--- config.mk ---
export PLATFORM = sky130hd
export DESIGN_NAME = perf_counter_bank
export DESIGN_NICKNAME = d
export VERILOG_FILES = /design/src/rtl/perf_counter_bank.sv
export SDC_FILE = /design/constraint.sdc
export NUM_CORES = 1
export LEC_CHECK = 0
export BUFFER_PORTS_ARGS = -buffer_cell sky130_fd_sc_hd__buf_2
export CORE_MARGIN = 4
export CORE_UTILIZATION = 40
export DETAILED_ROUTE_END_ITERATION = 12
export GPL_ROUTABILITY_DRIVEN = 0
export GPL_TIMING_DRIVEN = 0
export PLACE_DENSITY = 0.67
export SYNTH_ARGS = -nofsm -noshare
export SYNTH_HDL_FRONTEND = slang
export SYNTH_SLANG_ARGS = --single-unit
--- constraint.sdc ---
create_clock -name cpu_clk -period 5.4 [get_ports cpu_clk]
set_input_delay 1.08 -clock cpu_clk [delete_from_list [all_inputs] [get_ports cpu_clk]]
set_output_delay 1.08 -clock cpu_clk [all_outputs]
set_load 0.02 [all_outputs]
--- src/rtl/perf_counter_bank.sv ---
// Bank of saturating event counters plus a BCD elapsed-time counter, gated by a START_PC..FINAL_PC window.
// Optional macro PERF_SNAPSHOT_EN adds shadow registers captured by snap and used as the readout source.
module perf_counter_bank #(
    parameter int unsigned NUM_CHANNELS   = 4,
    parameter int unsigned COUNTER_WIDTH  = 32,
    parameter int unsigned TIME_DIGITS    = 5,
    parameter int unsigned TICKS_PER_UNIT = 500_000,
    parameter logic [15:0] START_PC       = 16'h0000,
    parameter logic [15:0] FINAL_PC       = 16'h0000
) (
    input  logic                                  cpu_clk,
    input  logic                                  resetN,
    input  logic [15:0]                           pc,
    input  logic                                  clear,
    input  logic [NUM_CHANNELS-1:0]               event_in,
    input  logic                                  snap,
    input  logic [$clog2(NUM_CHANNELS+1)-1:0]     rd_sel,
    input  logic [3:0]                            rd_digit,
    output logic                                  running,
    output logic                                  finished,
    output logic [NUM_CHANNELS-1:0]               overflow,
    output logic [3:0]                            rd_nibble
);

    localparam int unsigned SEL_W   = $clog2(NUM_CHANNELS + 1);
    localparam int unsigned PRE_W   = (TICKS_PER_UNIT > 1) ? $clog2(TICKS_PER_UNIT) : 1;
    localparam int unsigned NIBBLES = COUNTER_WIDTH / 4;
    localparam int unsigned TD_RD   = (TIME_DIGITS < 16) ? TIME_DIGITS : 16;
    localparam int unsigned CN_RD   = (NIBBLES < 16) ? NIBBLES : 16;

    typedef enum logic [1:0] {IDLE, RUN, DONE} state_t;

    state_t                     state;
    logic [COUNTER_WIDTH-1:0]   cnt     [NUM_CHANNELS];
    logic [PRE_W-1:0]           presc;
    logic [3:0]                 bcd     [TIME_DIGITS];
    logic [3:0]                 bcd_inc [TIME_DIGITS];
    logic                       bcd_all9;
    logic                       carry;
    logic [COUNTER_WIDTH-1:0]   src_cnt [NUM_CHANNELS];
    logic [3:0]                 src_bcd [TIME_DIGITS];
    logic [3:0]                 nib_sel;

    always_ff @(posedge cpu_clk or negedge resetN) begin
        if (!resetN) begin
            state    <= IDLE;
            running  <= 1'b0;
            finished <= 1'b0;
        end else if (clear) begin
            state    <= IDLE;
            running  <= 1'b0;
            finished <= 1'b0;
        end else begin
            case (state)
                IDLE: if (pc == START_PC) begin
                    state   <= RUN;
                    running <= 1'b1;
                end
                RUN: if (pc == FINAL_PC) begin
                    state    <= DONE;
                    running  <= 1'b0;
                    finished <= 1'b1;
                end
                DONE: ;
                default: begin
                    state    <= IDLE;
                    running  <= 1'b0;
                    finished <= 1'b0;
                end
            endcase
        end
    end

    // A counter already at all-ones that sees another event holds and flags saturation.
    always_ff @(posedge cpu_clk or negedge resetN) begin
        if (!resetN) begin
            cnt      <= '{default: '0};
            overflow <= '0;
        end else if (clear) begin
            cnt      <= '{default: '0};
            overflow <= '0;
        end else if (state == RUN) begin
            for (int unsigned c = 0; c < NUM_CHANNELS; c++) begin
                if (event_in[c]) begin
                    if (cnt[c] == '1) overflow[c] <= 1'b1;
                    else              cnt[c]      <= cnt[c] + COUNTER_WIDTH'(1);
                end
            end
        end
    end

    always_comb begin
        bcd_inc  = bcd;
        bcd_all9 = 1'b1;
        carry    = 1'b1;
        for (int unsigned d = 0; d < TIME_DIGITS; d++) begin
            if (bcd[d] != 4'd9) bcd_all9 = 1'b0;
        end
        for (int unsigned d = 0; d < TIME_DIGITS; d++) begin
            if (carry) begin
                if (bcd[d] == 4'd9) begin
                    bcd_inc[d] = 4'd0;
                end else begin
                    bcd_inc[d] = bcd[d] + 4'd1;
                    carry      = 1'b0;
                end
            end
        end
    end

    always_ff @(posedge cpu_clk or negedge resetN) begin
        if (!resetN) begin
            presc <= '0;
            bcd   <= '{default: '0};
        end else if (clear) begin
            presc <= '0;
            bcd   <= '{default: '0};
        end else if (state == RUN) begin
            if (presc == PRE_W'(TICKS_PER_UNIT - 1)) begin
                presc <= '0;
                if (!bcd_all9) bcd <= bcd_inc;
            end else begin
                presc <= presc + PRE_W'(1);
            end
        end
    end

`ifdef PERF_SNAPSHOT_EN
    logic [COUNTER_WIDTH-1:0] cnt_sh [NUM_CHANNELS];
    logic [3:0]               bcd_sh [TIME_DIGITS];

    always_ff @(posedge cpu_clk or negedge resetN) begin
        if (!resetN) begin
            cnt_sh <= '{default: '0};
            bcd_sh <= '{default: '0};
        end else if (clear) begin
            cnt_sh <= '{default: '0};
            bcd_sh <= '{default: '0};
        end else if (snap) begin
            cnt_sh <= cnt;
            bcd_sh <= bcd;
        end
    end

    always_comb begin
        src_cnt = cnt_sh;
        src_bcd = bcd_sh;
    end
`else
    logic unused_snap;
    assign unused_snap = snap;

    always_comb begin
        src_cnt = cnt;
        src_bcd = bcd;
    end
`endif

    // Out-of-range selections fall through to the zero default.
    always_comb begin
        nib_sel = '0;
        for (int unsigned c = 0; c < NUM_CHANNELS; c++) begin
            for (int unsigned d = 0; d < CN_RD; d++) begin
                if (rd_sel == SEL_W'(c) && rd_digit == 4'(d)) nib_sel = src_cnt[c][4*d +: 4];
            end
        end
        for (int unsigned d = 0; d < TD_RD; d++) begin
            if (rd_sel == SEL_W'(NUM_CHANNELS) && rd_digit == 4'(d)) nib_sel = src_bcd[d];
        end
    end

    always_ff @(posedge cpu_clk or negedge resetN) begin
        if (!resetN)    rd_nibble <= '0;
        else if (clear) rd_nibble <= '0;
        else            rd_nibble <= nib_sel;
    end

endmodule

# [After elaboration in Yosys (flattened, before gate mapping)]
# Index checks and enable logic that the tools add are counted.
[totals] in_bits=31 ff_bits=179 elab_cells=232
[classes] n_reduce_logical=71 n_mux=96 addsub=10 eq_ne=37
[ops] operator="$mux 128" count=2
[ops] operator="$mux 32" count=8
[ops] operator="$mux 4" count=49
[ops] operator="$add 32x1->32 const B" count=4
[ops] operator="$eq 32x32->1 const B" count=4
[ops] operator="$mux 20" count=4
[ops] operator="$mux 19" count=3
[ops] operator="$logic_and 1x1->1" count=37
[ops] operator="$reduce_and 3->1" count=10
[ops] operator="$reduce_bool 2->1" count=14
[ops] operator="$mux 1" count=24
[ops] operator="$add 4x1->4 const B" count=5
[ops] operator="$eq 4x4->1 const B" count=5
[ops] operator="$ne 4x4->1 const B" count=5
[ops] operator="$add 19x1->19 const B" count=1
[ops] operator="$eq 19x19->1 const B" count=1
[ops] operator="$eq 4x3->1 const B" count=4
[ops] operator="$logic_not 16->1" count=1
[ops] operator="$reduce_and 4->1" count=4
[ops] operator="$ne 2x2->1 const B" count=6
[ops] operator="$eq 4x2->1 const B" count=2
[ops] operator="$eq 3x2->1 const B" count=2
[ops] operator="$mux 2" count=3
[ops] operator="$ne 3x3->1 const B" count=2
[ops] operator="14 further kinds" count=14

# [Depth between registers and ports, before layout]
[depth] ltp_word=40 mapped_depth=11 depth_no_buf=9

# [Worst setup path before layout]
# No wires, ideal clock.
[synth_timing] path_type="input -> register" start="in rd_digit[1]" end="reg rd_nibble[0]" path_slack_ns=2.523 cell_stages=8 setup_time_ns=0.126 required_time_ns=5.274 arrival_time_ns=2.751 cell_sequence="clkbuf_1 > buf_1 > mux2_2 > o21ai_0 > a21oi_1 > o41a_1 > o21ai_0 > a21oi_1"
[synth_between] elab_chain_len=40 word_cells_on_any_way=83 classes_between="7 x eq/ne; 38 x mux; 38 x reduce/logical"
[synth_rtl] item="start, declared" line="18" text="input logic [3:0] rd_digit,"
[synth_rtl] item="$logic_not 4->1" line="164, 168"
[synth_rtl] item="$logic_and 1x1->1" line="164" text="if (rd_sel == SEL_W'(c) && rd_digit == 4'(d)) nib_sel = src_cnt[c][4*d +: 4];"
[synth_rtl] item="$mux 4 (32 in a row)" line="164"
[synth_rtl] item="$mux 4 (4 in a row)" line="168" text="if (rd_sel == SEL_W'(NUM_CHANNELS) && rd_digit == 4'(d)) nib_sel = src_bcd[d];"
[synth_rtl] item="$mux 4 (*)" line="168"
[synth_rtl] item="$mux 4 (*)" line="174" text="else if (clear) rd_nibble <= '0;"
[synth_rtl] item="end signal, assigned" line="175" text="else rd_nibble <= nib_sel;"
[synth_rtl] item="end, declared" line="22" text="output logic [3:0] rd_nibble"
# Mark *: on every way between the ends. The rest lies on a longest branch, timed or not.
# A chain may end at the register's enable or synchronous reset.

# [Worst setup path in the final report]
[layout_timing] start="in rd_digit[0]" end="reg rd_nibble[2]"
# Same word-level chain as after synthesis.

==> metrics.md <==
| Metric | Value |
|---|---|
| Complex-gate fraction of the synthesized area | 13.7% |
| Largest net degree at the start of global routing | between 90 and 100 |
| Initial antenna violation count | 0 |
| Worst Clk Skew | about 0.014 ns |
| Max-capacitance violation count | 0 |
| Clock transition at path regs | 0.07 ns |
| # diodes | 0 |
| Min Clock Period, post-route | 3.70 ns |
| Worst hold slack | 0.510 ns |
| IO buf count | 38 |
| Fillers | roughly 2700 |
| Async S/R FF share, synth | 100% |
| R2r worst-path depth | 8 |
| Max FO, Critical Path | 10 |
| Worst reg-to-reg setup slack | 2.46 ns |
| Multi-input gate area | 0.00657 mm^2 |
| Clock Root Buffer | clkbuf_16 |
| Area grow syn2layout | 11.4% |
| Xor and xnor area share after synthesis | 9.51% |
| Synth Area per Inst | 8.58 um^2 |
| R2R Path End | cnt[60] |
| Slew Limit Fails | 0 |
| Post-Synth Adder-Cell Area | 1.64% |
| Hold_sp | state[1] |
| Initial DRC Count | 1218 |
| Crit path to | rd_nibble[2] |
| Initial core utilization | between 40 and 50% |
| GRT Total Usage | 22.3% |
| Total of warnings raised by yosys | 0 |
| Crit path DAT | 3.98 ns |
| Synth Instances | between 1000 and 1500 |
| WP data required | 5.68 ns |
| Distinct cell type count after synthesis | 85 |
| Die area | 0.0313 mm^2 |
| Mux contribution to synthesized area | 3.59% |
| Worst Path Class, Setup | in2reg |
| Register area | 0.00445 mm^2 |
| CTS Buffer Depth | 2 |
| Power Density | 231 mW/mm^2 |
| Crit path from | rd_digit[0] |
| Hold WC Path Type | reg2reg |
| Hold Fails Final Rpt | 0 |
| Crit. End Element | flop |
| Static Leak | between 5 and 6 nW |
| Max H-tree Level | 4 |
| Post-cts resize count | 0 |
| Die Y | between 150 and 200 um |
| Clock Latency Late Sink | between 0.4 and 0.5 ns |
| Fraction of layout cells with a size suffix above 1 | 9.34% |
| Inserted Clock Buffers | 17 |
| Reg2reg start | state[1] |
| Dpl hpwl | 24.9 mm |
| Slew headroom | 40.3% |
| # hold bufs at CTS | 0 |
| Post-Synthesis Cell Area | ~0.011 mm^2 |
| Post-Synth Simple-Gate Area | ~29% |
| Vias in the first global route | 10400 |
| Final Setup Violations | 0 |
| Final period utilization | between 60 and 70% |
| Final setup TNS | 0 ns |
| Worst setup SP type | input port |
| DRC | 0 |
| Post-synth top flop | dfrtp_1 |
| Max Fclk | 270 MHz |
| DR vias/cell | 6.03 |
| 1st-pass router iterations | 6 |
| Post-CTS Setup Bufs | 0 |
| EDFF count, synth | 0 |
| Clock Sinks | 178 |
| Post-route ant nets | 0 |
| CTS tree | done |
| Row count | 61 |
| Fin nets | 1435 |
| First-pass GRT wire length | 55.8 mm |
| Unrepaired setup endpoints after global routing | no |
| # IOs | 41 |
| Routed len/inst | between 15 and 20 um |
| Max IR drop VDD | 0.183 mV |
| Sequential cell area fraction in the yosys report | 39.0% |
| Vias post-DR | 10700 |
| Largest family of logic cells by synthesized area | simple AND/OR/NAND/NOR gates |
| Core Region | around 0.028 mm^2 |
| Die width | around 180 um |
| Post-Route WL | approximately 34 mm |
| Actual slew at the worst max-slew pin | 0.896 ns |
| GRT overflow | 0 |
| Status | finished clean |
| Syn_nets | 1377 |
| Seq cells post-synth | 178 |
[final cells by class]
cell class / count / share of cell area (%)
multi-input cells: 1064 / 51.7
flip-flops and latches: 178 / 35.0
well taps: 378 / 3.72
clock buffers: 17 / 3.35
plain buffers: 66 / 2.42
repair buffers: 39 / 1.79
clock inverters: 15 / 1.35
inverters: 23 / 0.679
[cell usage after synthesis (all sizes together) (9+ instances only)]
master / count / area, um^2
and4: 16 / 144
o221ai: 10 / 87.6
nand3: 62 / 315
nand4: 64 / 415
or3: 12 / 75.1
o21ai: 69 / 349
inv: 23 / 86.3
and3: 26 / 165
nor2: 199 / 747
xor2: 78 / 683
a22oi: 11 / 82.6
nor2b: 22 / 140
o31ai: 9 / 67.6
and2: 14 / 90.1
clkbuf: 48 / 210
xnor2: 46 / 403
nand2: 111 / 417
mux2i: 14 / 140
a21o: 10 / 75.1
nor3: 45 / 225
buf: 18 / 97.6
o211ai: 10 / 75.1
nor4: 26 / 193
a21oi: 52 / 260
dfrtp: 178 / 4450
mux2: 20 / 225
nand2b: 16 / 100
ha: 15 / 188
[power by group]
part	internal (mW)	leakage [nW]	total, mW	switching [mW]
sequential	1.35	2.48	1.39	0.0330
clock	0.695	0.285	1.30	0.604
combinational	0.0777	2.37	0.255	0.177
[logic make-up after synthesis]
| group | count (synthesis) |
|---|---|
| buffers and inverters | 89 |
| xor gates and xnor gates | 124 |
| and+or+nand+nor | 650 |
| AOI/OAI and AO/OA | 239 |
| muxes | 36 |
| DFF | 178 |
| adders and majority gates | 15 |
[worst min-delay path by stage]
stage                        endpoint  cells past startpoint
after floorplan               running                      1
after global placement        running                      1
after detailed placement  overflow[1]                      2
after CTS                     running                      1
after global routing        presc[16]                      1
final                         running                      1
[through the flow]
step                      total power [mW]  std cells  util [%]  area [um^2]  worst slack [ns]
final                                 2.94       1780      45.5        12700              1.70
after global placement                1.65       1747      43.3        12100             0.340
after detailed placement              1.66       1748      43.4        12100              1.44
after global routing                  3.06       1780      45.5        12700              1.67
after CTS                             2.96       1780      45.5        12700              1.91
after floorplan                       1.54       1331         -        11400              2.52
[flip-flops by register name, indices dropped and copies added (netlist names)]
name	cells
running	1
presc	19
bcd	20
cnt	128
state	1
overflow	4
finished	1
rd_nibble	4
[placed cells by master, fill, tap and decap left out, types with 14 or more instances in the layout]
master	Yosys	final
dfrtp_1	178	178
a21oi_1	52	52
mux2_2	20	20
clkbuf_1	45	45
nor3_1	45	45
nand3_1	61	61
xnor2_1	46	46
mux2i_1	14	14
clkbuf_16	0	17
nand2_1	111	111
nor2b_1	21	21
ha_1	15	15
nor4_1	24	24
xor2_1	78	78
nor2_1	199	199
nand4_1	63	63
and3_1	24	24
inv_1	23	23
o21ai_0	67	67
and4_1	14	14
nand2b_1	16	16
buf_2	9	46
[routing by layer]
layer | share of wire [%] | vias up | global-route usage (%)
met5 | 0 | - | 0
li1 | - | 4925 | -
met3 | 9.0 | 107 | 5.36
met4 | 3.7 | 0 | 8.09
met2 | 44 | 538 | 33.8
met1 | 43 | 5155 | 31.3
[critical path, cell delays in order]
cell       delay (ns)
buf_2            0.22
buf_2            0.32
buf_2            0.37
buf_1            0.53
buf_1            0.52
a2111oi_0        0.20
a211oi_1         0.47
o221ai_1         0.25
No activity file was read; power rests on OpenSTA's default activity.
